[config.mk]
export PLATFORM = sky130hd
export DESIGN_NAME = alert_actuator_ctrl
export DESIGN_NICKNAME = d
export VERILOG_FILES = /design/src/rtl/alert_pkg.sv /design/src/rtl/tone_cadence_gen.sv /design/src/rtl/alert_actuator_ctrl.sv
export SDC_FILE = /design/constraint.sdc
export NUM_CORES = 1
export LEC_CHECK = 0
export BUFFER_PORTS_ARGS = -buffer_cell sky130_fd_sc_hd__buf_2
export CORE_MARGIN = 8
export CORE_UTILIZATION = 50
export CTS_BUF_LIST = sky130_fd_sc_hd__clkbuf_16
export DETAILED_ROUTE_END_ITERATION = 8
export HOLD_SLACK_MARGIN = 0.1
export PLACE_DENSITY = 0.65
export SYNTH_ARGS = -nofsm -noshare
export SYNTH_HDL_FRONTEND = slang
export SYNTH_SLANG_ARGS = --single-unit
[constraint.sdc]
create_clock -name clk -period 2.3 [get_ports clk]
set_input_delay 0.23 -clock clk [delete_from_list [all_inputs] [get_ports clk]]
set_output_delay 0.23 -clock clk [all_outputs]
set_load 0.02 [all_outputs]
[src/rtl/alert_pkg.sv]
// rtl/alert_pkg.sv - shared call-state encoding and default timing constants
//
// Purpose: call FSM state enum and the default parameter values used by
//          alert_actuator_ctrl and tone_cadence_gen (50 MHz clock assumed).
// Ports:   none (package).
package alert_pkg;

  typedef enum logic [2:0] {
    CALL_IDLE     = 3'd0,
    CALL_REQ      = 3'd1,
    CALL_WAIT_ACK = 3'd2,
    CALL_DONE     = 3'd3,
    CALL_FAIL     = 3'd4
  } call_state_e;

  localparam int unsigned DEF_TONE_DIV    = 12500;     // 2 kHz tone half-period
  localparam int unsigned DEF_CADENCE_CYC = 25000000;  // 500 ms on / 500 ms off
  localparam int unsigned DEF_ACK_TIMEOUT = 50000000;  // 1 s per call attempt
  localparam int unsigned DEF_MAX_RETRY   = 3;

endpackage

[src/rtl/tone_cadence_gen.sv]
// rtl/tone_cadence_gen.sv - buzzer tone and LED cadence generator
//
// Purpose: while alarm_in is high, alternate on/off phases of CADENCE_CYC
//          cycles; in the on-phase led=1 and buzzer toggles every TONE_DIV
//          cycles, in the off-phase both are 0. A new alarm starts on-phase.
// Ports:
//   clk, reset_n  clock, synchronous active-low reset
//   alarm_in      alarm level from the emergency controller
//   alarm_prev    alarm_in delayed by one cycle (edge detection)
//   buzzer        registered tone drive
//   led           registered cadence LED (high during the on-phase)
module tone_cadence_gen
  import alert_pkg::*;
#(
  parameter int unsigned TONE_DIV    = DEF_TONE_DIV,
  parameter int unsigned CADENCE_CYC = DEF_CADENCE_CYC
) (
  input  logic clk,
  input  logic reset_n,
  input  logic alarm_in,
  input  logic alarm_prev,
  output logic buzzer,
  output logic led
);

  localparam int unsigned TONE_W = $clog2(TONE_DIV + 1);
  localparam int unsigned CAD_W  = $clog2(CADENCE_CYC + 1);
  localparam logic [TONE_W-1:0] TONE_LAST = TONE_W'(TONE_DIV - 1);
  localparam logic [CAD_W-1:0]  CAD_LAST  = CAD_W'(CADENCE_CYC - 1);

  logic [TONE_W-1:0] tone_cnt;
  logic [CAD_W-1:0]  cad_cnt;

  // led doubles as the phase flag: 1 = on-phase, 0 = off-phase.
  // Counters only advance while below their terminal value, so they
  // restart rather than wrap.
  always_ff @(posedge clk) begin
    if (!reset_n || !alarm_in) begin
      buzzer   <= 1'b0;
      led      <= 1'b0;
      tone_cnt <= '0;
      cad_cnt  <= '0;
    end else if (!alarm_prev) begin
      buzzer   <= 1'b1;
      led      <= 1'b1;
      tone_cnt <= '0;
      cad_cnt  <= '0;
    end else if (cad_cnt >= CAD_LAST) begin
      cad_cnt  <= '0;
      tone_cnt <= '0;
      buzzer   <= ~led;
      led      <= ~led;
    end else begin
      cad_cnt <= cad_cnt + CAD_W'(1);
      if (led) begin
        if (tone_cnt >= TONE_LAST) begin
          tone_cnt <= '0;
          buzzer   <= ~buzzer;
        end else begin
          tone_cnt <= tone_cnt + TONE_W'(1);
        end
      end
    end
  end

endmodule

[src/rtl/alert_actuator_ctrl.sv]
// rtl/alert_actuator_ctrl.sv - alert actuators (buzzer, LED, door relay) and help-call FSM
//
// Purpose: drives the alert buzzer/LED cadence and door relay from alarm_in,
//          and runs the help-call handshake (call_req / call_ack) with a
//          per-attempt timeout. All outputs are registered.
// Build option: ALERT_CALL_RETRY_EN - when defined, a timeout re-issues the
//          call up to MAX_RETRY times before failing; otherwise it fails
//          immediately and no retry counter exists.
// Ports:
//   clk, reset_n  clock, synchronous active-low reset
//   alarm_in      alarm level
//   call_help_in  help-request level
//   call_ack      acknowledge from the communication link
//   buzzer, led   tone drive and cadence LED
//   door_relay    alarm_in delayed by one cycle
//   call_req      request to the communication link
//   call_fail     help call failed after all attempts
module alert_actuator_ctrl
  import alert_pkg::*;
#(
  parameter int unsigned TONE_DIV    = DEF_TONE_DIV,
  parameter int unsigned CADENCE_CYC = DEF_CADENCE_CYC,
  parameter int unsigned ACK_TIMEOUT = DEF_ACK_TIMEOUT,
  parameter int unsigned MAX_RETRY   = DEF_MAX_RETRY
) (
  input  logic clk,
  input  logic reset_n,
  input  logic alarm_in,
  input  logic call_help_in,
  input  logic call_ack,
  output logic buzzer,
  output logic led,
  output logic door_relay,
  output logic call_req,
  output logic call_fail
);

  localparam int unsigned TO_W = $clog2(ACK_TIMEOUT + 1);
  localparam logic [TO_W-1:0] TO_LAST = TO_W'(ACK_TIMEOUT - 1);
  localparam logic [TO_W-1:0] TO_MAX  = TO_W'(ACK_TIMEOUT);

  call_state_e     state_q, state_d;
  logic [TO_W-1:0] to_cnt;
  logic            help_prev;
  logic            help_rise, timeout;
  logic            call_req_d, call_fail_d;
  logic            to_clr, to_inc;

  // ---------------- alarm path ----------------
  always_ff @(posedge clk) begin
    if (!reset_n) door_relay <= 1'b0;
    else          door_relay <= alarm_in;
  end

  tone_cadence_gen #(
    .TONE_DIV   (TONE_DIV),
    .CADENCE_CYC(CADENCE_CYC)
  ) u_tone_cadence_gen (
    .clk       (clk),
    .reset_n   (reset_n),
    .alarm_in  (alarm_in),
    .alarm_prev(door_relay),
    .buzzer    (buzzer),
    .led       (led)
  );

  // ---------------- call path ----------------
  // help_prev resets to 0 so a level already high at reset release is
  // seen as a rising edge.
  assign help_rise = call_help_in & ~help_prev;
  // to_cnt counts WAIT_ACK cycles from 0; the last allowed cycle is the
  // timeout decision point.
  assign timeout   = (to_cnt >= TO_LAST);

`ifdef ALERT_CALL_RETRY_EN
  localparam int unsigned RT_W = ($clog2(MAX_RETRY + 1) > 0) ? $clog2(MAX_RETRY + 1) : 1;
  localparam logic [RT_W-1:0] RT_MAX = RT_W'(MAX_RETRY);

  logic [RT_W-1:0] retry_cnt;
  logic            reissue_q, reissue_d;
  logic            retry_inc, retry_clr;

  // reissue_q marks the one idle cycle spent in REQ before a re-issue,
  // giving the 1-cycle call_req gap between attempts.
  always_ff @(posedge clk) begin
    if (!reset_n) begin
      retry_cnt <= '0;
      reissue_q <= 1'b0;
    end else begin
      reissue_q <= reissue_d;
      if (retry_clr)
        retry_cnt <= '0;
      else if (retry_inc && retry_cnt < RT_MAX)
        retry_cnt <= retry_cnt + RT_W'(1);
    end
  end
`endif

  always_comb begin
    state_d    = state_q;
    call_req_d = 1'b0;
    to_clr     = 1'b0;
    to_inc     = 1'b0;
`ifdef ALERT_CALL_RETRY_EN
    reissue_d  = 1'b0;
    retry_inc  = 1'b0;
    retry_clr  = 1'b0;
`endif
    case (state_q)
      CALL_IDLE: begin
`ifdef ALERT_CALL_RETRY_EN
        retry_clr = 1'b1;
`endif
        if (help_rise) begin
          state_d    = CALL_REQ;
          call_req_d = 1'b1;
        end
      end
      CALL_REQ: begin
        to_clr = 1'b1;
        if (!call_help_in) begin
          state_d = CALL_IDLE;
`ifdef ALERT_CALL_RETRY_EN
        end else if (reissue_q) begin
          call_req_d = 1'b1;
`endif
        end else begin
          state_d    = CALL_WAIT_ACK;
          call_req_d = 1'b1;
        end
      end
      CALL_WAIT_ACK: begin
        to_inc = 1'b1;
        if (!call_help_in) begin
          state_d = CALL_IDLE;
        end else if (call_ack) begin
          state_d = CALL_DONE;
        end else if (timeout) begin
`ifdef ALERT_CALL_RETRY_EN
          if (retry_cnt < RT_MAX) begin
            state_d   = CALL_REQ;
            reissue_d = 1'b1;
            retry_inc = 1'b1;
          end else begin
            state_d = CALL_FAIL;
          end
`else
          state_d = CALL_FAIL;
`endif
        end else begin
          call_req_d = 1'b1;
        end
      end
      CALL_DONE, CALL_FAIL: begin
        if (!call_help_in) state_d = CALL_IDLE;
      end
      default: state_d = CALL_IDLE;
    endcase
    call_fail_d = (state_d == CALL_FAIL);
  end

  always_ff @(posedge clk) begin
    if (!reset_n) begin
      state_q   <= CALL_IDLE;
      help_prev <= 1'b0;
      to_cnt    <= '0;
      call_req  <= 1'b0;
      call_fail <= 1'b0;
    end else begin
      state_q   <= state_d;
      help_prev <= call_help_in;
      call_req  <= call_req_d;
      call_fail <= call_fail_d;
      if (to_clr)
        to_cnt <= '0;
      else if (to_inc && to_cnt < TO_MAX)
        to_cnt <= to_cnt + TO_W'(1);
    end
  end

endmodule

==> flow_summary.json, run 1 <==
{
  "status": "finished clean",
  "synthArstFlopShare_pct": 0,
  "crit_path_max_fanout": 12,
  "postRouteAntennaNets": 0,
  "root_buffer": "clkbuf_16",
  "slowest_delay_ns": 0.53,
  "utilization_pct": 56.9,
  "tns_ns": 0,
  "drc": 0,
  "syn-num-nets": 445,
  "core_region_area_mm2": 0.00718,
  "required_ns": 2.49,
  "netSwitchingPower_mw": 0.590,
  "wire_per_inst_um": 13.8,
  "total_leakage_power_nw": 1.31,
  "hold_viol": 0,
  "fin_worst_skew_ns": 0.00609,
  "slew_viol_final": 0,
  "yosys_warnings": 0,
  "synth_edf_count": 0,
  "cp.buffers_inverters": 0,
  "gr-usage-all-layers_pct": 15.7,
  "fp.dieW_um": 102,
  "critical_path_class": "register to register",
  "post-route-min-period_ns": 1.98,
  "start_kind": "register",
  "syn2layout_area_growth_pct": 11.1,
  "tightest_slew_ns": 0.552,
  "first_pass_iters": 5,
  "slowest_stage": "o211ai_2",
  "core.rowCount": 31,
  "ys_seq_area_share_pct": 40.3,
  "synthDistinctLibCells": 54,
  "syn_area_mm2": 0.00367,
  "syn_avg_cell_area_um2": 8.41,
  "die_area_mm2": 0.0103,
  "port_buffers": 9,
  "p_clk_share_pct": 47.8,
  "drt-initial-drc-count": 132,
  "grt-ovfl-total": 0,
  "start_util_pct": 51.2,
  "maxSlewHeadroom_pct": 62.9,
  "cts_num_sinks": 74,
  "comb_power_share_pct": 2.8,
  "switching_share_pct": 22.4,
  "nets": 450,
  "synth_flop_cell": "dfxtp_1",
  "synthTopCellsByArea": "dfxtp_1 40%, nor2_1 5.9%, xnor2_1 4.5%",
  "ys_seq_elements": 74,
  "n_antenna_cell": 0,
  "vias_per_cell": 5.72,
  "worstPathArrival_ns": 2.17,
  "setup_viol": 0,
  "antenna_found_initial": 0,
  "vias": 3121,
  "rsz0062_at_grt": "no",
  "pin_count": 10,
  "netlist_instances": 437,
  "cts_buffers": 9,
  "endpoint_kind": "register",
  "grt_max_degree": 40,
  "clk_pin_slew_ns": 0.06,
  "clock_latency_ns": 0.33,
  "max_freq_mhz": 505,
  "drive_gt1_share_pct": 9.62,
  "cts-resized-gates": 0,
  "gp_congestion": 0.805,
  "path_cells": "and4_4, nor4_1, or3_1, o211ai_2, nor2_1",
  "yosysTopAreaCell": "dfxtp_1",
  "finalWirelength_mm": 7.52,
  "grt_pass1_vias": 2900,
  "maxCapViolCount": 0,
  "period_share_pct": 86.2,
  "pwr-share-seq_pct": 49.4,
  "cts_tree": "built",
  "p_int_mw": 2.04,
  "synth_top_area_share_pct": 40.3,
  "grt_pass1_wl_mm": 13.3,
  "vdd_drop_max_uv": 455,
  "htree_levels": 3,
  "cts_buffer_depth": 2,
  "dpl.hpwl_mm": 5.05,
  "min_path_type": "input pin to register",
  "cts_setup_buffers": 0,
  "die_h_um": 102,
  "hold_buffers": 0,
  "path_delay_family": "simple AND/OR/NAND/NOR gates",
  "power.density_mw_per_mm2": 644
}
## per-layer routing
layer | part of all wire [%] | track usage [%]
met5 | 0 | 0
met2 | 46 | 24.8
met1 | 50 | 20.9
met4 | 1.4 | 5.15
met3 | 3.4 | 2.96
## state kept, by name (all words and copies together), names as in the netlist
name,flops
help_prev,1
u_tone_cadence_gen.cad_cnt,25
u_tone_cadence_gen.tone_cnt,14
u_tone_cadence_gen.led,1
call_req,1
call_fail,1
u_tone_cadence_gen.buzzer,1
to_cnt,26
door_relay,1
state_q,3
## stage by stage
| step | total power, mW | hold WS [ns] | std cells | setup WS [ns] | cell area [µm²] |
|---|---|---|---|---|---|
| 6_report | 2.63 | 0.133 | 546 | 0.319 | 4080 |
| 2_1_floorplan | 1.38 | 0.353 | 437 | 0.560 | 3670 |
| 4_1_cts | 2.66 | 0.130 | 546 | 0.342 | 4080 |
| 3_3_place_gp | 1.40 | 0.438 | 530 | 0.390 | 3810 |
| 3_5_place_dp | 1.40 | 0.446 | 530 | 0.349 | 3810 |
| 5_1_grt | 2.73 | 0.158 | 546 | 0.127 | 4080 |
## cell usage in the layout (no fill, tap or decap), types with 6 or more instances in the layout
master,netlist,final
nand3_1,22,22
nor4_1,7,7
nand4_1,20,20
nand2_1,35,35
dfxtp_1,74,74
nor2_1,58,58
clkbuf_16,0,9
nand2b_1,9,9
or3_1,7,7
buf_2,4,9
xor2_1,14,14
inv_1,12,13
xnor2_1,19,19
o21ai_0,6,6
or4_1,14,14
a21oi_1,24,24
o31ai_1,14,14
nor3_1,13,13
## kinds of logic after synthesis
logic type,after synthesis,share of synthesized area (%)
AOI/OAI and AO/OA,72,13.6
xor gates and xnor gates,33,7.87
adders and majority gates,3,1.02
buffers and inverters,33,4.22
DFF,74,40.3
muxes,5,1.36
and+or+nand+nor,217,31.6
## cells in the mapped netlist, types with 4 or more instances
cell type  count
and2_1         5
xnor2_1       19
a21oi_1       24
and4_1         5
or4_1         14
inv_1         12
nand2b_1       9
nor3_1        13
clkbuf_1       9
nand4_1       20
o21ai_0        6
and3_1         5
o31ai_1       14
nor4_1         7
nand3_1       22
a31oi_1        5
nand2_1       35
buf_4          5
or3_1          7
nor2_1        58
dfxtp_1       74
xor2_1        14
buf_2          4
mux2i_1        5
## final cells by class
class                   count  area [µm²]
repair buffers             15         115
fillers                   680        3090
multi-input cells         330        2050
well taps                  99         124
clock buffers               9         225
clock inverters             7        46.3
flip-flops and latches     74        1480
inverters                  12        45.0
## worst min-delay path, delay by kind of cell
family / cells / cell delay, ns
buffers and inverters: 2 / 0.14
AND/OR/NAND/NOR: 1 / 0.06
## path summary, 6_finish.rpt
| check | depth (start not counted) | slack (ns) | from | end |
|---|---|---|---|---|
| min | 3 | 0.13 | alarm_in | door_relay |
| min reg2reg | 1 | 0.47 | u_tone_cadence_gen.cad_cnt[0] | u_tone_cadence_gen.cad_cnt[0] |
| max reg2reg | 5 | 0.32 | u_tone_cadence_gen.cad_cnt[12] | u_tone_cadence_gen.tone_cnt[5] |
| max | 5 | 0.32 | u_tone_cadence_gen.cad_cnt[12] | u_tone_cadence_gen.tone_cnt[5] |
## power groups by stage
| stage | combinational, mW | sequential [mW] | clock, mW |
|---|---|---|---|
| floorplan | 0.0491 | 1.33 | 0 |
| global placement | 0.0730 | 1.33 | 0 |
| detailed placement | 0.0738 | 1.33 | 0 |
| CTS | 0.0744 | 1.30 | 1.28 |
| global route | 0.0812 | 1.30 | 1.35 |
| finish | 0.0735 | 1.30 | 1.26 |
Power figures use the tool's default switching activity.
==> inputs of run 2 (changes only) <==
Settings changed: CORE_UTILIZATION 50 to 62, PLACE_DENSITY 0.65 to 0.78.
==> run 2 against run 1 <==
  * Non-clock buffer count is the same
  * Core utilization rose by 13 points
  * First-iteration DRC count is 51% higher
  * Clock power grew 6%
  * Critical path type unchanged
  * Critical endpoint is now u_tone_cadence_gen.tone_cnt[8]
  * Highest routed layer unchanged
==> flow_summary.json, run 2 (synthesized netlist as in run 1, its figures left out) <==
{
  "post-route-min-period_ns": 1.96,
  "total_leakage_power_nw": 1.30,
  "cts_tree": "built",
  "crit_path_max_fanout": 12,
  "dpl.hpwl_mm": 4.97,
  "final_common_cell": "dfxtp_1",
  "rr_worst_depth": 5,
  "r2r_end": "u_tone_cadence_gen.tone_cnt[8]",
  "dpl_cell_area_mm2": 0.00376,
  "min_path_type": "input pin to register",
  "slowest_stage": "or3_1",
  "start_util_pct": 63.2,
  "cts_buffer_depth": 2,
  "cts-resized-gates": 0,
  "setup_viol": 0,
  "r2r_slack_ns": 0.34,
  "critical_path_class": "register to register",
  "largest_register_ffs": 26,
  "drive_gt1_share_pct": 9.64,
  "n_antenna_cell": 0,
  "regMostFlops": "to_cnt",
  "most-common-layout-cells": "74 x dfxtp_1, 58 x nor2_1, 35 x nand2_1",
  "grt-ovfl-total": 0,
  "drt-initial-drc-count": 199,
  "fp.dieW_um": 93.0,
  "rsz0062_at_grt": "no",
  "cts_num_sinks": 74,
  "grt_pass1_vias": 2848,
  "grt_pass1_wl_mm": 12.8,
  "power.density_mw_per_mm2": 672,
  "wire_per_inst_um": 14.3,
  "root_buffer": "clkbuf_16",
  "path_cells": "and3_1, a31oi_1, or3_1, o211ai_2, nor2_1",
  "hold_viol": 0,
  "period_share_pct": 85.1,
  "syn2layout_area_growth_pct": 9.98,
  "cts_buffers": 9,
  "postRouteAntennaNets": 0,
  "reg_top3": "to_cnt: 26 flops, u_tone_cadence_gen.cad_cnt: 25 flops, u_tone_cadence_gen.tone_cnt: 14 flops",
  "nets": 450,
  "start_kind": "register",
  "slew_viol_final": 0,
  "endpoint_kind": "register",
  "fill_cells": 486,
  "first_pass_iters": 5,
  "fin_worst_skew_ns": 0.00356,
  "vdd_drop_max_uv": 542,
  "min_to": "door_relay",
  "vias": 3176,
  "worstHoldStart": "alarm_in",
  "whs_ns": 0.182,
  "post-route-cell-area_mm2": 0.00404,
  "tns_ns": 0,
  "htree_levels": 3,
  "max_freq_mhz": 511,
  "slowest_delay_ns": 0.51,
  "gp_congestion": 0.864,
  "core.rowCount": 28,
  "pin_count": 10,
  "r2r-start": "u_tone_cadence_gen.cad_cnt[20]",
  "die_area_mm2": 0.00865,
  "finalWirelength_mm": 7.47,
  "cts_setup_buffers": 0,
  "required_ns": 2.50,
  "core_region_area_mm2": 0.00582,
  "worstPathArrival_ns": 2.15,
  "hold_buffers": 0,
  "status": "finished clean",
  "maxSlewHeadroom_pct": 63.6,
  "grt_max_degree": 39,
  "clock_latency_ns": 0.33,
  "port_buffers": 9,
  "vias_per_cell": 6.10,
  "maxCapViolCount": 0,
  "drc": 0,
  "fin_total_pwr_mw": 2.72,
  "whs_path_depth": 3,
  "die_h_um": 93.0,
  "clk_pin_slew_ns": 0.06,
  "tightest_slew_ns": 0.543,
  "gr-usage-all-layers_pct": 18.1,
  "antenna_found_initial": 0
}
==> run 2: cell types whose count changed in the layout (fill, tap and decap cells not counted) <==
| cell | delta |
|---|---|
| clkinv_4 | -2 |
| bufinv_16 | +1 |
| inv_6 | -1 |
| clkinvlp_4 | +1 |
| buf_12 | -2 |
| buf_4 | +2 |
| inv_1 | -1 |
| clkinv_2 | +1 |
==> run 2: metrics by stage <==
| stage | instances | util [%] | setup WS, ns |
|---|---|---|---|
| CTS | 521 | 69.5 | 0.334 |
| global route | 521 | 69.5 | 0.195 |
| global placement | 506 | 64.6 | 0.418 |
| finish | 521 | 69.5 | 0.342 |
| detailed placement | 506 | 64.6 | 0.348 |
| floorplan | 437 | - | 0.560 |
==> run 2: worst max-delay path by stage <==
| stage | start | to | slack [ns] | cells past startpoint |
|---|---|---|---|---|
| floorplan | u_tone_cadence_gen.cad_cnt[0] | u_tone_cadence_gen.tone_cnt[10] | 0.56 | 8 |
| CTS | u_tone_cadence_gen.cad_cnt[20] | u_tone_cadence_gen.tone_cnt[8] | 0.33 | 5 |
| global route | u_tone_cadence_gen.cad_cnt[21] | u_tone_cadence_gen.tone_cnt[8] | 0.20 | 5 |
| global placement | u_tone_cadence_gen.cad_cnt[20] | u_tone_cadence_gen.tone_cnt[11] | 0.42 | 5 |
| finish | u_tone_cadence_gen.cad_cnt[20] | u_tone_cadence_gen.tone_cnt[8] | 0.34 | 5 |
| detailed placement | u_tone_cadence_gen.cad_cnt[21] | u_tone_cadence_gen.tone_cnt[8] | 0.35 | 5 |
==> run 2: final cells by class <==
type                       instances  area (µm²)  share of cell area, %
multi-input combinational        330        2050                   50.7
sequential                        74        1480                   36.7
clock buffer                       9         225                   5.57
tap                               75        93.8                   2.32
timing repair buffer              15        90.1                   2.23
clock inverter                     6        58.8                   1.46
inverter                          12        45.0                   1.11
==> run 2: power by group <==
part           switching [mW]  total [mW]  internal [mW]
logic                  0.0488      0.0710         0.0223
clock network           0.519        1.34          0.825
registers             0.00991        1.30           1.29
==> run 2: critical path: cells and delay by family (launching register included) <==
family	cells	cell delay, ns
compound gates	2	0.59
simple gates	3	0.85
flops	1	0.38
==> run 2: per-layer routing <==
| layer | global-route usage [%] | share of wire (%) | vias up |
|---|---|---|---|
| li1 | - | - | 1597 |
| met1 | 22.5 | 47 | 1493 |
| met2 | 29.0 | 47 | 72 |
| met3 | 4.57 | 4.7 | 14 |
| met4 | 7.92 | 1.9 | 0 |
| met5 | 0 | 0 | - |
==> inputs of run 3 (changes only) <==
Settings changed: CORE_ASPECT_RATIO from default to 1.25, CORE_UTILIZATION 62 to 64, CTS_BUF_LIST sky130_fd_sc_hd__clkbuf_16 to sky130_fd_sc_hd__clkbuf_8, PLACE_DENSITY 0.78 to 0.8.
==> run 3 against run 2 <==
  * Power fell by 7.9%
  * Setup slack got worse by 0.096 ns
  * Count of clock-buffer cells in the layout rose by 1
  * Final cell count fell by 1.2%
  * Sequential power barely moved
  * Non-clock buffer count rose by 2
  * Maximum frequency fell by 4.7%
==> flow_summary.json, run 3 (synthesized netlist as in run 1, its figures left out) <==
{
  "grt-ovfl-total": 0,
  "critical_path_class": "register to register",
  "maxSlewHeadroom_pct": 63.5,
  "die_area_mm2": 0.00844,
  "r2r_slack_ns": 0.25,
  "most-common-layout-cells": "74 x dfxtp_1, 58 x nor2_1, 35 x nand2_1",
  "crit_path_max_fanout": 15,
  "cts_num_sinks": 74,
  "vias": 3135,
  "regMostFlops": "to_cnt",
  "gr-usage-all-layers_pct": 18.3,
  "drive_gt1_share_pct": 10.2,
  "core.rowCount": 31,
  "rr_worst_depth": 6,
  "start_util_pct": 64.9,
  "slowest_delay_ns": 0.44,
  "clock_latency_ns": 0.35,
  "fin_worst_skew_ns": 0.0115,
  "pin_count": 10,
  "post-route-min-period_ns": 2.05,
  "hold_buffers": 0,
  "utilization_pct": 70.7,
  "reg_top3": "to_cnt: 26 flops, u_tone_cadence_gen.cad_cnt: 25 flops, u_tone_cadence_gen.tone_cnt: 14 flops",
  "path_cells": "nand4_1, nand4bb_2, nor3_2, buf_4, nor4_1, o21a_1",
  "final_common_cell": "dfxtp_1",
  "cts-resized-gates": 0,
  "tightest_slew_ns": 0.543,
  "largest_register_ffs": 26,
  "die_h_um": 101,
  "syn2layout_area_growth_pct": 8.89,
  "cts_tree": "built",
  "worstPathArrival_ns": 2.30,
  "grt_pass1_vias": 2984,
  "drc": 0,
  "cts_setup_buffers": 0,
  "tns_ns": 0,
  "root_buffer": "clkbuf_8",
  "cp.buffers_inverters": 1,
  "status": "finished clean",
  "dpl.hpwl_mm": 5.23,
  "n_antenna_cell": 0,
  "endpoint_kind": "register",
  "maxCapViolCount": 0,
  "power.density_mw_per_mm2": 625,
  "core_region_area_mm2": 0.00566,
  "nets": 452,
  "hold_viol": 0,
  "start_kind": "register",
  "port_buffers": 9,
  "htree_levels": 3,
  "grt_max_degree": 35,
  "antenna_found_initial": 0,
  "rsz0062_at_grt": "no",
  "slowest_stage": "nor3_2",
  "max_freq_mhz": 487,
  "vdd_drop_max_uv": 399,
  "grt_pass1_wl_mm": 13.1,
  "slew_viol_final": 0,
  "total_leakage_power_nw": 1.30,
  "period_share_pct": 89.3,
  "setup_viol": 0,
  "required_ns": 2.54,
  "min_path_type": "input pin to register",
  "clk_pin_slew_ns": 0.08,
  "gp_congestion": 0.831,
  "first_pass_iters": 4,
  "crit_cells": 6,
  "vias_per_cell": 6.09,
  "fp.dieW_um": 83.8,
  "drt-initial-drc-count": 200,
  "whs_path_depth": 3,
  "postRouteAntennaNets": 0,
  "path_delay_family": "simple AND/OR/NAND/NOR gates",
  "finalWirelength_mm": 7.54,
  "cts_buffer_depth": 2,
  "cts_buffers": 9,
  "wire_per_inst_um": 14.6
}
[run 3: per-stage QoR]
| stage | std cells | setup slack, ns | instance area [µm²] | total power, mW | hold WS [ns] |
|---|---|---|---|---|---|
| after CTS | 515 | 0.265 | 4000 | 2.52 | 0.117 |
| after global placement | 499 | 0.323 | 3770 | 1.40 | 0.439 |
| after detailed placement | 499 | 0.290 | 3770 | 1.40 | 0.463 |
| final | 515 | 0.246 | 4000 | 2.50 | 0.127 |
| after global routing | 515 | 0.0719 | 4000 | 2.59 | 0.121 |
| after floorplan | 437 | 0.560 | 3670 | 1.38 | 0.353 |
[run 3: area by class of cell]
class	count	area (µm²)
Sequential cell	74	1480
Clock inverter	6	90.1
Fill cell	449	1660
Inverter	12	45.0
Multi-Input combinational cell	330	2050
Timing Repair Buffer	17	118
Clock buffer	10	138
Tap cell	66	82.6
[run 3: metal layers]
layer  routed length (µm)  global-route usage [%]  share of wire [%]  up-vias
met4                  172                    8.39                2.3        0
met1                 3320                    20.7                 44     1464
met2                 3810                    32.7                 50       54
met3                  250                    2.99                3.3       16
li1                     -                       -                  -     1601
met5                    0                       0                  0        -
[run 3: tightest hold or removal path, stage by stage]
cell and delay, ns:
buf_2 0.09, nand2_1 0.05, inv_1 0.07
[run 3: where the power goes]
part	total [mW]	switching [mW]	internal, mW
combinational	0.0729	0.0489	0.0240
sequential	1.30	0.00958	1.29
clock	1.13	0.486	0.644
[run 3: path summary, 6_finish.rpt]
check | endpoint | from
hold / removal | door_relay | alarm_in
setup reg to reg | to_cnt[10] | to_cnt[12]
setup / recovery | to_cnt[10] | to_cnt[12]
hold reg to reg | u_tone_cadence_gen.cad_cnt[0] | u_tone_cadence_gen.cad_cnt[0]
